$ cat src/rtl/mem_port_arbiter.sv
// mem_port_arbiter: shares one single-ported RAM between the IF (fetch) and
// MEM (load/store) stages. One access is in flight at a time; each access
// issues in IDLE and completes MEM_LAT cycles later with a one-cycle ready
// pulse. Conflicts in IDLE are resolved round-robin, first conflict to MEM.
module mem_port_arbiter #(
    parameter int ADDR_W  = 32,
    parameter int DATA_W  = 32,
    parameter int MEM_LAT = 2
) (
    input  logic              clk,
    input  logic              rst,
    input  logic              if_req,
    input  logic [ADDR_W-1:0] if_addr,
    output logic [DATA_W-1:0] if_rdata,
    output logic              if_ready,
    output logic              IF_stall,
    input  logic              mem_rd,
    input  logic              mem_wr,
    input  logic [ADDR_W-1:0] mem_addr,
    input  logic [DATA_W-1:0] mem_wdata,
    output logic [DATA_W-1:0] mem_rdata,
    output logic              mem_ready,
    output logic              MEM_stall,
    output logic              ram_en,
    output logic              ram_we,
    output logic [ADDR_W-1:0] ram_addr,
    output logic [DATA_W-1:0] ram_wdata,
    input  logic [DATA_W-1:0] ram_rdata
);

    localparam int CNT_W = $clog2(MEM_LAT + 1);
    localparam logic [CNT_W-1:0] CNT_LOAD = CNT_W'(MEM_LAT - 1);

    typedef enum logic [1:0] {
        S_IDLE,
        S_BUSY_IF,
        S_BUSY_MEM
    } state_t;

    typedef enum logic {
        G_IF,
        G_MEM
    } grant_t;

    state_t            state_q,      state_d;
    logic [CNT_W-1:0]  cnt_q,        cnt_d;
    grant_t            last_grant_q, last_grant_d;
    logic              store_q,      store_d;
    logic [DATA_W-1:0] if_hold_q,    if_hold_d;
    logic [DATA_W-1:0] mem_hold_q,   mem_hold_d;

    logic mem_req;
    assign mem_req = mem_rd | mem_wr;

    // Stalls follow request and ready combinationally.
    assign IF_stall  = if_req  & ~if_ready;
    assign MEM_stall = mem_req & ~mem_ready;

    // State, latency counter, round-robin pointer and read-data hold registers.
    always_ff @(posedge clk) begin
        if (rst) begin
            state_q      <= S_IDLE;
            cnt_q        <= '0;
            last_grant_q <= G_IF;
            store_q      <= 1'b0;
            if_hold_q    <= '0;
            mem_hold_q   <= '0;
        end else begin
            state_q      <= state_d;
            cnt_q        <= cnt_d;
            last_grant_q <= last_grant_d;
            store_q      <= store_d;
            if_hold_q    <= if_hold_d;
            mem_hold_q   <= mem_hold_d;
        end
    end

    // Grant/issue in IDLE, count down while busy, deliver on cnt==0.
    always_comb begin
        state_d      = state_q;
        cnt_d        = cnt_q;
        last_grant_d = last_grant_q;
        store_d      = store_q;
        if_hold_d    = if_hold_q;
        mem_hold_d   = mem_hold_q;
        ram_en       = 1'b0;
        ram_we       = 1'b0;
        ram_addr     = '0;
        ram_wdata    = '0;
        if_ready     = 1'b0;
        mem_ready    = 1'b0;
        if_rdata     = if_hold_q;
        mem_rdata    = mem_hold_q;

        unique case (state_q)
            S_IDLE: begin
                if (mem_req && (!if_req || last_grant_q == G_IF)) begin
                    ram_en       = 1'b1;
                    ram_we       = mem_wr;
                    ram_addr     = mem_addr;
                    ram_wdata    = mem_wr ? mem_wdata : '0;
                    cnt_d        = CNT_LOAD;
                    state_d      = S_BUSY_MEM;
                    last_grant_d = G_MEM;
                    store_d      = mem_wr;
                end else if (if_req) begin
                    ram_en       = 1'b1;
                    ram_addr     = if_addr;
                    cnt_d        = CNT_LOAD;
                    state_d      = S_BUSY_IF;
                    last_grant_d = G_IF;
                    store_d      = 1'b0;
                end
            end
            S_BUSY_IF: begin
                if (cnt_q == '0) begin
                    if_ready  = 1'b1;
                    if_rdata  = ram_rdata;
                    if_hold_d = ram_rdata;
                    state_d   = S_IDLE;
                end else begin
                    cnt_d = cnt_q - CNT_W'(1);
                end
            end
            S_BUSY_MEM: begin
                if (cnt_q == '0) begin
                    mem_ready = 1'b1;
                    if (!store_q) begin
                        mem_rdata  = ram_rdata;
                        mem_hold_d = ram_rdata;
                    end
                    state_d = S_IDLE;
                end else begin
                    cnt_d = cnt_q - CNT_W'(1);
                end
            end
            default: state_d = S_IDLE;
        endcase

        // Reset silences every output in the reset cycle itself, including
        // the response of an access that was in flight.
        if (rst) begin
            ram_en    = 1'b0;
            ram_we    = 1'b0;
            ram_addr  = '0;
            ram_wdata = '0;
            if_ready  = 1'b0;
            mem_ready = 1'b0;
            if_rdata  = '0;
            mem_rdata = '0;
        end
    end

endmodule

$ cat config.mk
export PLATFORM = sky130hd
export DESIGN_NAME = mem_port_arbiter
export DESIGN_NICKNAME = d
export VERILOG_FILES = /design/src/rtl/mem_port_arbiter.sv
export SDC_FILE = /design/constraint.sdc
export NUM_CORES = 1
export LEC_CHECK = 0
export BUFFER_PORTS_ARGS = -buffer_cell sky130_fd_sc_hd__buf_2
export CAP_MARGIN = 20
export CORE_UTILIZATION = 30
export DETAILED_ROUTE_END_ITERATION = 8
export GPL_ROUTABILITY_DRIVEN = 1
export PLACE_DENSITY = 0.68
export RECOVER_POWER = 25
export SYNTH_ARGS = -nofsm -noshare
export SYNTH_HDL_FRONTEND = slang
export SYNTH_SLANG_ARGS = --single-unit
$ cat constraint.sdc
create_clock -name clk -period 1.5 [get_ports clk]
set_clock_uncertainty 0.15 [all_clocks]
set_input_delay 0.075 -clock clk [delete_from_list [all_inputs] [get_ports clk]]
set_output_delay 0.075 -clock clk [all_outputs]
set_load 0.01 [all_outputs]
==> parameters.txt <==
Parameter                              Value

Yosys
  Asr flop ratio synth ... 0%
  Yosys warning total ... 0
  Post-synthesis instance area ... 0.00319 mm2
  Sequential-to-total area share from yosys stat ... 43.9%
  Post-synth EDFFs ... 0
  Number of nets in the synthesized netlist ... 551
  Top-area cell type share of the netlist area ... 43.9%
  Flop and latch count out of synthesis ... 70
  Most common cell in the netlist ... sky130_fd_sc_hd__nand2_1
  Dominant synthesized flop cell ... sky130_fd_sc_hd__dfxtp_1
  Yosys top cell by area ... sky130_fd_sc_hd__dfxtp_1
  Most area-consuming cells after synthesis ... sky130_fd_sc_hd__dfxtp_1 44%, sky130_fd_sc_hd__nand2_1 16%, sky130_fd_sc_hd__a21oi_1 11%, sky130_fd_sc_hd__a22o_1 8.8%, sky130_fd_sc_hd__and2_1 6.5%
  Avg Synthesized Cell Area ... 7.73 um2
  Distinct cells, synth ... 28
  Synthesized netlist cell count ... 413
  Leading cell types by count after synthesis ... 134 x sky130_fd_sc_hd__nand2_1, 70 x sky130_fd_sc_hd__dfxtp_1, 68 x sky130_fd_sc_hd__a21oi_1, 33 x sky130_fd_sc_hd__and2_1, 32 x sky130_fd_sc_hd__a22o_1

Critical path
  Slowest stage delay, CP ... 0.34 ns
  RR Startpoint ... state_q[0]
  Worst endpoint data arrival time ... 1.88 ns
  Endpoint of the lowest-slack register-to-register path ... mem_hold_q[28]
  Kind of cell adding the most delay to the critical path ... buffers and inverters
  Startpoint class of the critical path ... flip-flop
  Cell with the biggest individual delay on the critical path ... sky130_fd_sc_hd__dfxtp_2
  Crit Path Class ... reg2out
  R2r worst-path depth ... 10
  Critical path endpoint category ... primary output
  Buf/Inv on CP ... 5
  Register-to-register path setup slack ... -0.30 ns
  Worst Path Max Fanout ... 8
  Required arrival time at the worst endpoint ... 1.27 ns
  Cell-by-cell trace of the critical path ... inv_4, buf_6, ha_4, nand2_4, nor2_4, buf_6, buf_12, nand2_4, a21oi_2, buf_2

Routing
  Count of routing violations after the opening detailed-route iteration ... 217
  Total wirelength of the detailed-routed design ... 17.0 mm
  Antenna Violating Nets Remaining ... 0
  Via count ... 4608
  Vias per std cell ... 4.99
  Wirelength per Cell ... 18.4 um
  Number of design rule violations left after detail routing ... 0
  Number of detailed-routing iterations run before antenna repair ... 4

STA
  Final WS setup ... -0.609 ns
  Slew Viols, Final ... 0
  Worst-margin pin slew ... 0.727 ns
  Minimum period implied by the final worst setup slack ... 2.11 ns
  Setup-violating endpoint count in the final report ... 197
  Slew HR ... 51.0%
  Number of hold violations in the final report ... 0
  Worst hold-check slack ... 0.0245 ns
  Setup repair after global routing missed its margin ... true
  Fmax ... 474 MHz
  Final clock period utilization by the worst path ... 141%

Power and ir drop
  Switching component of the power ... 0.00289 W
  Combinational power share ... 50.4%
  Clock power frac ... 22.3%
  Total leakage power ... 3.59 nW
  Power density over cell area ... 1130 mW/mm2
  Peak supply drop ... 0.595 mV
  Sequential group share of total power ... 27.3%
  Switch share ... 36.1%
  Internal Power ... 0.00512 W

Placement
  Total placed cells including tap cells ... 814
  Final HPWL DP ... 9.15 mm
  Cell area after placement ... 0.00514 mm2
  Count of input and output buffers ... 266
  Final RePlAce weighted congestion ... 0.867

CTS
  Clk sink count ... 70
  Clock Latency Late Sink ... 0.35 ns
  Root Buffer ... sky130_fd_sc_hd__clkbuf_8
  TritonCTS clock tree ... built
  Number of H-tree branching levels ... 3
  Buffer depth of the longest clock path ... 2
  Clock transition at path regs ... 0.08 ns
  Total CTS buffers ... 9

Floorplan
  Die outline width ... 105 um
  CORE AREA ... 0.0103 mm2
  Overall die height ... 105 um
  Std-Cell Rows ... 37
  Initial core utilization ... 30.9%
  Area enclosed by the die boundary ... 0.0111 mm2
  Number of top-level pins ... 267

Global route
  Via count of the first global-routing pass ... 4485
  Sum of overflow across all layers after global routing ... 0
  Pin count of the biggest net entering global routing ... 72
  Global-route wire length before repair ... 22.5 mm
  Total routing usage reported by global routing ... 26.2%
  Number of antenna violations at the first check in global routing ... 4

Min path
  Worst hold path endpoint ... cnt_q[1]
  Hold Path Stages ... 5
  Launch point of the worst hold path ... rst
  Classification of the worst-slack hold path ... in2reg

Finish
  Area grow syn2layout ... 122%
  Final Cell Area ... 0.00709 mm2
  NumNets Final ... 917
  Finished Layout Cells ... 924
  Fraction of layout instances using a drive strength above 1 ... 70.2%

Run status
  Violated checks ... setup timing
  Result of the run ... complete, but fails checks

Run
  Max-cap viol count ... 0
-- sequential cells by signal (all words and copies together), names as in the netlist --
| register | cells |
|---|---|
| state_q | 2 |
| mem_hold_q | 32 |
| last_grant_q | 1 |
| if_hold_q | 32 |
| cnt_q | 2 |
| store_q | 1 |
-- area by class of cell --
cell class / count / area (um2)
Multi-Input combinational cell: 304 / 2450
Clock inverter: 5 / 81.3
Sequential cell: 70 / 1410
Clock buffer: 11 / 151
Timing Repair Buffer: 387 / 2790
Fill cell: 745 / 3230
Inverter: 7 / 28.8
Tap cell: 136 / 170
Antenna cell: 4 / 10.0
-- layout by cell type (no fill, tap or decap), types with 3 or more instances in the layout --
| cell | netlist | final |
|---|---|---|
| sky130_fd_sc_hd__a21oi_2 | 0 | 62 |
| sky130_fd_sc_hd__a21oi_4 | 0 | 4 |
| sky130_fd_sc_hd__a22o_1 | 32 | 32 |
| sky130_fd_sc_hd__and2_1 | 33 | 17 |
| sky130_fd_sc_hd__and2_4 | 0 | 16 |
| sky130_fd_sc_hd__buf_12 | 0 | 13 |
| sky130_fd_sc_hd__buf_2 | 21 | 243 |
| sky130_fd_sc_hd__buf_4 | 0 | 56 |
| sky130_fd_sc_hd__buf_6 | 1 | 35 |
| sky130_fd_sc_hd__clkbuf_16 | 0 | 4 |
| sky130_fd_sc_hd__clkbuf_8 | 0 | 11 |
| sky130_fd_sc_hd__dfxtp_1 | 70 | 66 |
| sky130_fd_sc_hd__dfxtp_2 | 0 | 4 |
| sky130_fd_sc_hd__diode_2 | 0 | 4 |
| sky130_fd_sc_hd__dlygate4sd3_1 | 0 | 33 |
| sky130_fd_sc_hd__ha_4 | 0 | 5 |
| sky130_fd_sc_hd__inv_1 | 7 | 3 |
| sky130_fd_sc_hd__inv_2 | 0 | 3 |
| sky130_fd_sc_hd__nand2_1 | 134 | 64 |
| sky130_fd_sc_hd__nand2_2 | 0 | 26 |
| sky130_fd_sc_hd__nand2_4 | 0 | 44 |
| sky130_fd_sc_hd__nand3_1 | 3 | 3 |
| sky130_fd_sc_hd__nor2_1 | 7 | 4 |
| sky130_fd_sc_hd__nor2_4 | 0 | 4 |
| sky130_fd_sc_hd__o21ai_0 | 4 | 4 |
-- metrics by stage --
| step | total power, W | setup WS [ns] | utilization (%) | TNS [ns] |
|---|---|---|---|---|
| 4_1_cts | 0.00757 | -0.646 | 62.7 | -81.74 |
| 3_5_place_dp | 0.00487 | -0.640 | 49.8 | -49.41 |
| 3_3_place_gp | 0.00480 | -0.542 | 49.8 | -41.93 |
| 2_1_floorplan | 0.00377 | -0.0673 | - | -2.01 |
| 5_1_grt | 0.00837 | -0.669 | 68.7 | -88.30 |
| 6_report | 0.00802 | -0.609 | 68.7 | -75.95 |
-- power by group through the flow --
stage | combinational [W] | clock (W) | sequential [W]
after floorplan | 0.00158 | 0 | 0.00219
after global placement | 0.00261 | 0 | 0.00219
after detailed placement | 0.00267 | 0 | 0.00220
after CTS | 0.00361 | 0.00178 | 0.00217
after global routing | 0.00426 | 0.00190 | 0.00221
final | 0.00404 | 0.00179 | 0.00219
-- worst register-to-register path, stage by stage, from the launching register on --
cell and delay, ns:
sky130_fd_sc_hd__dfxtp_2 0.34, sky130_fd_sc_hd__inv_4 0.07, sky130_fd_sc_hd__buf_6 0.09, sky130_fd_sc_hd__ha_4 0.13, sky130_fd_sc_hd__nand2_4 0.06, sky130_fd_sc_hd__or2_4 0.26, sky130_fd_sc_hd__buf_12 0.16, sky130_fd_sc_hd__nand2_2 0.09
sky130_fd_sc_hd__a21oi_2 0.07, sky130_fd_sc_hd__buf_4 0.16, sky130_fd_sc_hd__buf_4 0.12
-- worst max path at each step --
stage / cells after the start / from / endpoint
5_1_grt: 10 / state_q[0] / mem_rdata[15]
4_1_cts: 9 / state_q[0] / ram_addr[6]
6_report: 10 / state_q[0] / mem_rdata[14]
3_3_place_gp: 6 / state_q[0] / ram_addr[1]
2_1_floorplan: 8 / state_q[0] / mem_hold_q[10]
3_5_place_dp: 6 / state_q[0] / ram_addr[31]
-- timing repair --
item,in CTS,in global routing
hold buffers,32,1
resized for setup,91,131
setup endpoints to repair,201,202
pin swaps,62,97
buffers inserted,38,23
endpoints found under the hold margin,63,2
cloned,8,5
-- layer usage --
| layer | GRT usage, % | wire length (um) |
|---|---|---|
| met1 | 28.0 | 5940 |
| met2 | 49.8 | 9240 |
| met4 | 9.86 | 652 |
| met3 | 5.80 | 1150 |
| met5 | 0 | 0 |
-- cell families (layout without fill, tap and decap cells) --
family | count (synthesis) | count (layout) | share of synthesized area, %
flops | 70 | 70 | 43.9
mux | 2 | 2 | 0.706
other cells | 0 | 4 | 0
buf+inv | 40 | 410 | 5.76
fa+ha+maj | 5 | 5 | 1.96
compound gates | 111 | 111 | 22.2
simple gates | 185 | 186 | 25.5
Note: power is estimated with default switching activity, not from simulation.
